**src/rtl/seg7_scan_driver.sv**
```systemverilog
// Multiplexed 7-segment scan driver for common-anode displays with tear-free frame updates.
// Optional anti-ghosting blanking at the start of each digit slot is enabled by defining SEG_BLANK_EN.
module seg7_scan_driver #(
    parameter int NUM_DIGITS = 4,
    parameter int DIV        = 100000,
    parameter int BLANK      = 2
) (
    input  logic                    clk,
    input  logic                    rst,
    input  logic                    en,
    input  logic                    load,
    input  logic [7*NUM_DIGITS-1:0] seg_in,
    output logic [6:0]              seg_out,
    output logic [NUM_DIGITS-1:0]   an_out,
    output logic                    frame_pulse
);

    localparam int DW = 7 * NUM_DIGITS;
    localparam int PW = (DIV > 1) ? $clog2(DIV) : 1;
    localparam int IW = (NUM_DIGITS > 1) ? $clog2(NUM_DIGITS) : 1;

    localparam logic [PW-1:0] PRESC_LAST = PW'(DIV - 1);
    localparam logic [IW-1:0] IDX_LAST   = IW'(NUM_DIGITS - 1);
    localparam logic [PW-1:0] BLANK_END  = PW'(BLANK);

`ifdef SEG_BLANK_EN
    localparam logic BLANK_ON = 1'b1;
`else
    localparam logic BLANK_ON = 1'b0;
`endif

    logic [PW-1:0] presc_r;
    logic [IW-1:0] idx_r;
    logic [DW-1:0] shadow_r;
    logic [DW-1:0] disp_r;
    logic          pend_r;

    logic [PW-1:0]         presc_nxt_s;
    logic [IW-1:0]         idx_nxt_s;
    logic                  wrap_s;
    logic                  boundary_s;
    logic                  blank_s;
    logic [6:0]            seg_nxt_s;
    logic [NUM_DIGITS-1:0] an_nxt_s;

    function automatic logic [6:0] digit_pattern(input logic [DW-1:0] bus,
                                                 input logic [IW-1:0] sel);
        logic [6:0] pat;
        pat = 7'h00;
        for (int i = 0; i < NUM_DIGITS; i++) begin
            if (sel == IW'(i)) begin
                pat = bus[7*i +: 7];
            end else begin
                pat = pat;
            end
        end
        return pat;
    endfunction

    function automatic logic [NUM_DIGITS-1:0] anode_select(input logic [IW-1:0] sel);
        logic [NUM_DIGITS-1:0] an;
        an = {NUM_DIGITS{1'b1}};
        for (int i = 0; i < NUM_DIGITS; i++) begin
            if (sel == IW'(i)) begin
                an[i] = 1'b0;
            end else begin
                an[i] = 1'b1;
            end
        end
        return an;
    endfunction

    // Prescaler / digit index next state and frame-boundary detection.
    always_comb begin
        presc_nxt_s = {PW{1'b0}};
        idx_nxt_s   = {IW{1'b0}};
        wrap_s      = (presc_r == PRESC_LAST);
        boundary_s  = wrap_s && (idx_r == IDX_LAST);
        if (!en) begin
            presc_nxt_s = {PW{1'b0}};
            idx_nxt_s   = {IW{1'b0}};
        end else if (wrap_s) begin
            presc_nxt_s = {PW{1'b0}};
            if (idx_r == IDX_LAST) begin
                idx_nxt_s = {IW{1'b0}};
            end else begin
                idx_nxt_s = idx_r + IW'(1);
            end
        end else begin
            presc_nxt_s = presc_r + PW'(1);
            idx_nxt_s   = idx_r;
        end
    end

    // Segment/anode drive for the digit selected by the current scan position.
    always_comb begin
        seg_nxt_s = 7'h7F;
        an_nxt_s  = {NUM_DIGITS{1'b1}};
        blank_s   = BLANK_ON && (presc_r < BLANK_END);
        if (en) begin
            seg_nxt_s = ~digit_pattern(disp_r, idx_r);
            if (blank_s) begin
                an_nxt_s = {NUM_DIGITS{1'b1}};
            end else begin
                an_nxt_s = anode_select(idx_r);
            end
        end else begin
            seg_nxt_s = 7'h7F;
            an_nxt_s  = {NUM_DIGITS{1'b1}};
        end
    end

    // Scan counters and registered display outputs.
    always_ff @(posedge clk) begin
        if (rst) begin
            presc_r <= {PW{1'b0}};
            idx_r   <= {IW{1'b0}};
            seg_out <= 7'h7F;
            an_out  <= {NUM_DIGITS{1'b1}};
        end else begin
            presc_r <= presc_nxt_s;
            idx_r   <= idx_nxt_s;
            seg_out <= seg_nxt_s;
            an_out  <= an_nxt_s;
        end
    end

    // Shadow capture and display update; while dark, pending contents apply immediately.
    always_ff @(posedge clk) begin
        if (rst) begin
            shadow_r    <= {DW{1'b0}};
            disp_r      <= {DW{1'b0}};
            pend_r      <= 1'b0;
            frame_pulse <= 1'b0;
        end else begin
            frame_pulse <= 1'b0;
            if (!en) begin
                if (load) begin
                    shadow_r <= seg_in;
                end
                if (pend_r) begin
                    disp_r <= shadow_r;
                end
                pend_r <= load;
            end else if (boundary_s) begin
                if (load) begin
                    disp_r      <= seg_in;
                    pend_r      <= 1'b0;
                    frame_pulse <= 1'b1;
                end else if (pend_r) begin
                    disp_r      <= shadow_r;
                    pend_r      <= 1'b0;
                    frame_pulse <= 1'b1;
                end
            end else if (load) begin
                shadow_r <= seg_in;
                pend_r   <= 1'b1;
            end
        end
    end

endmodule

```
**config.mk**
```make
export PLATFORM = sky130hd
export DESIGN_NAME = seg7_scan_driver
export DESIGN_NICKNAME = d
export VERILOG_FILES = /design/src/rtl/seg7_scan_driver.sv
export SDC_FILE = /design/constraint.sdc
export NUM_CORES = 1
export LEC_CHECK = 0
export ABC_AREA = 1
export CORE_MARGIN = 8
export CORE_UTILIZATION = 25
export CTS_CLUSTER_DIAMETER = 60
export DETAILED_ROUTE_END_ITERATION = 10
export PLACE_DENSITY = 0.49
export SYNTH_ARGS = -nofsm -noshare
export SYNTH_HDL_FRONTEND = slang
export SYNTH_SLANG_ARGS = --single-unit
```
**constraint.sdc**
```tcl
create_clock -name clk -period 4.85 [get_ports clk]
set_clock_uncertainty 0.05 [all_clocks]
set_input_delay 0.97 -clock clk [delete_from_list [all_inputs] [get_ports clk]]
set_output_delay 0.97 -clock clk [all_outputs]
set_load 0.02 [all_outputs]
```
==> impl_metrics.yaml <==
floorplanning:
  num_rows: 48
  ioPinCount: 44
  die_w_um: 147
  die_boundary_height_um: 147
  core_area_um2: 17100
  start_util: 0.252
  fp.dieArea_um2: 21600
sta:
  final_hold_viol_count: 0
  timing.final.setup_violations: 0
  hold-worst-slack_ps: 401
  fmaxAchievable_ghz: 0.359
  final_critical_path_setup_slack_ps: 2060
  fin_crit_sh: 0.575
  timing_worst_slew_pin_value_ps: 785
  setup_tns_ps: 0
  report.final.slew_viol_count: 0
  grt_setup_unrepaired: "false"
  period_minus_slack_ps: 2790
  timing.slew.headroom: 0.476
worst_setup_path:
  worstReg2RegStart: "presc_r[0]$_SDFF_PP0_"
  worst_setup_start_kind: "primary input"
  critical_path_fanout_max: 33
  worst_ep_required_time_ps: 5100
  setup.worst_path.start: "en"
  r2r.worst_path.cells: 8
  worst_ep_arrival_time_ps: 3040
  worstSetupPathType: "primary input to flop"
  timing.critical_path.to_type: "flop"
clock_network:
  htree_num_levels: 3
  cts_tree: "built"
  cts-resized-gates: 0
  clock-root-buffer: "sky130_fd_sc_hd__clkbuf_16"
  clock_insertion_delay_worst_skew_ps: 350
  clkTransAtPathRegs_ps: 70
  numClockSinks: 88
  cts_hold_buf: 0
  numCtsBuffers: 9
  postCtsSetupRepairBufs: 0
  clock_tree.buffer_depth: 2
synth:
  postSynthRegisterBits: 88
  syn_std_cell_area_um2: 4300
  yosysTopAreaCell: "sky130_fd_sc_hd__dfxtp_1"
  share_of_flip_flops_with_an_asynchronous_set_or_reset_after_synthesis: 0
  post_synth.cell_area_avg_um2: 6.75
  yosys-top-cells-area: "sky130_fd_sc_hd__dfxtp_1 41%, sky130_fd_sc_hd__nand2_1 12%, sky130_fd_sc_hd__a21oi_1 8.5%"
  yosys-top-cells-count: "138 x sky130_fd_sc_hd__nand2_1, 88 x sky130_fd_sc_hd__dfxtp_1, 73 x sky130_fd_sc_hd__a21oi_1, 73 x sky130_fd_sc_hd__nor2_1, 66 x sky130_fd_sc_hd__nand3_1"
  synth_fp_nets: 674
  synth_top_area_frac: 0.410
  ys.warnings.count: 0
  synth_cells: 637
  synth_cell_types: 30
  synth_flop_cell: "sky130_fd_sc_hd__dfxtp_1"
  synth_enable_flop_cells: 0
  yosysMostFrequentCell: "sky130_fd_sc_hd__nand2_1"
  synth_seq_area_share: 0.410
cells_and_area:
  n_antenna_cell: 0
  syn_to_final_growth_pct: 21.0
  layout.cell_area.non_filler_um2: 5200
  finalNetCount: 695
  nFillCells: 1925
  drive_gt1_frac: 0.0452
place:
  finalWeightedCongestion: 0.784
  hpwlAfterDp_um: 8120
  dpl-instance-area_um2: 4870
  port_buffers: 43
  detailedPlace.worstSlack_ps: 1710
routing:
  finalWirelength_um: 11800
  drt-wirelength-per-cell_um: 13.3
  drt_iter0_markers: 286
  ant_nets: 0
  drt_drc_violations_left: 0
  routed_via_density: 4.53
  drt_pre_antenna_iters: 5
  num_vias: 4025
pwr:
  peak_vdd_ir_uv: 175
  comb_power_share: 0.100
  sw_ratio: 0.248
  clk_pwr_share: 0.449
  power_frac_seq: 0.451
  p_leak_nw: 2.04
  power.net_switching_mw: 0.429
  power_report.internal_total_mw: 1.30
  power_per_cell_area_nw_per_um2: 332
worst_hold_path:
  hold_path.class: "flop to flop"
  min_path_cells: 1
  worst_hold_startpoint: "presc_r[0]$_SDFF_PP0_"
grt:
  global_route.overflow_total: 0
  vias_in_the_first_global_route: 3887
  grt_start_max_net_pins: 58
  antenna_found_initial: 0
  wire_length_of_the_first_global_routing_pass_um: 20100
  grt.total_usage: 0.114
status:
  outcome: "finished, final reports clean"
job:
  cap_violations: 0
[final timing paths]
path                                           endpoint  slack, ps
worst max-delay path              presc_r[8]$_SDFF_PP0_       2060
worst min-delay path              presc_r[0]$_SDFF_PP0_        400
worst max register to register  disp_r[16]$_SDFFE_PP0P_       2780
worst min register to register    presc_r[0]$_SDFF_PP0_        400
[power by group through the flow]
| stage | Clock (mW) | Combinational, mW | Sequential, mW |
|---|---|---|---|
| 6_report | 0.775 | 0.172 | 0.780 |
| 5_1_grt | 0.827 | 0.200 | 0.784 |
| 4_1_cts | 0.797 | 0.176 | 0.780 |
| 3_5_place_dp | 0 | 0.175 | 0.796 |
| 3_3_place_gp | 0 | 0.175 | 0.797 |
| 2_1_floorplan | 0 | 0.116 | 0.787 |
[registers in the layout (all words and copies together) (netlist names)]
signal,count
an_out,4
disp_r,28
frame_pulse,1
idx_r,2
pend_r,1
presc_r,17
seg_out,7
shadow_r,28
[layout by cell type (no fill, tap or decap), drive strengths merged, types with 4 or more instances in the layout]
master and count:
clkdlybuf4s50 42, xor2 4, nor2 74, dfxtp 88, a31oi 22, o21ai 28
inv 66, nor3 7, nand4 6, a22oi 5, a21oi 73, nand2 140
ha 5, nand3 66, buf 9, clkbuf 10
[cell families (layout without fill, tap and decap cells)]
family	after synthesis	after routing	share of synthesized area
xor gates and xnor gates	5	5	0.0102
AOI/OAI and AO/OA	138	138	0.177
DFF	88	88	0.410
buffers and inverters	106	132	0.102
and+or+nand+nor	295	295	0.287
adders and majority gates	5	5	0.0146
[layer usage]
layer,global-route usage,wire length [um],up-vias,part of all wire
met3,0.0311,420,12,0.036
met1,0.148,5870,1835,0.50
li1,-,-,2128,-
met2,0.179,5280,50,0.45
met5,0,0,-,0
met4,0.0413,199,0,0.017
[through the flow]
step | total power [mW] | cells | util
2_1_floorplan | 0.904 | 637 | -
3_3_place_gp | 0.972 | 872 | 0.286
3_5_place_dp | 0.972 | 872 | 0.286
4_1_cts | 1.75 | 888 | 0.305
5_1_grt | 1.81 | 888 | 0.305
6_report | 1.73 | 888 | 0.305
[critical path, cell delays in order]
cell,delay (ps)
sky130_fd_sc_hd__clkdlybuf4s50_1,460
sky130_fd_sc_hd__buf_4,340
sky130_fd_sc_hd__nand2_1,200
sky130_fd_sc_hd__inv_1,220
sky130_fd_sc_hd__nand2_1,420
sky130_fd_sc_hd__a21oi_1,260
sky130_fd_sc_hd__o21a_1,140
[layout make-up]
type | count | area [um^2] | area share
multi-input cells | 443 | 2100 | 0.404
flip-flops and latches | 88 | 1760 | 0.339
repair buffers | 51 | 485 | 0.0934
well taps | 225 | 282 | 0.0541
inverters | 65 | 244 | 0.0469
clock buffers | 10 | 239 | 0.0460
clock inverters | 6 | 90.1 | 0.0173
(Power assumes the default switching activity.)
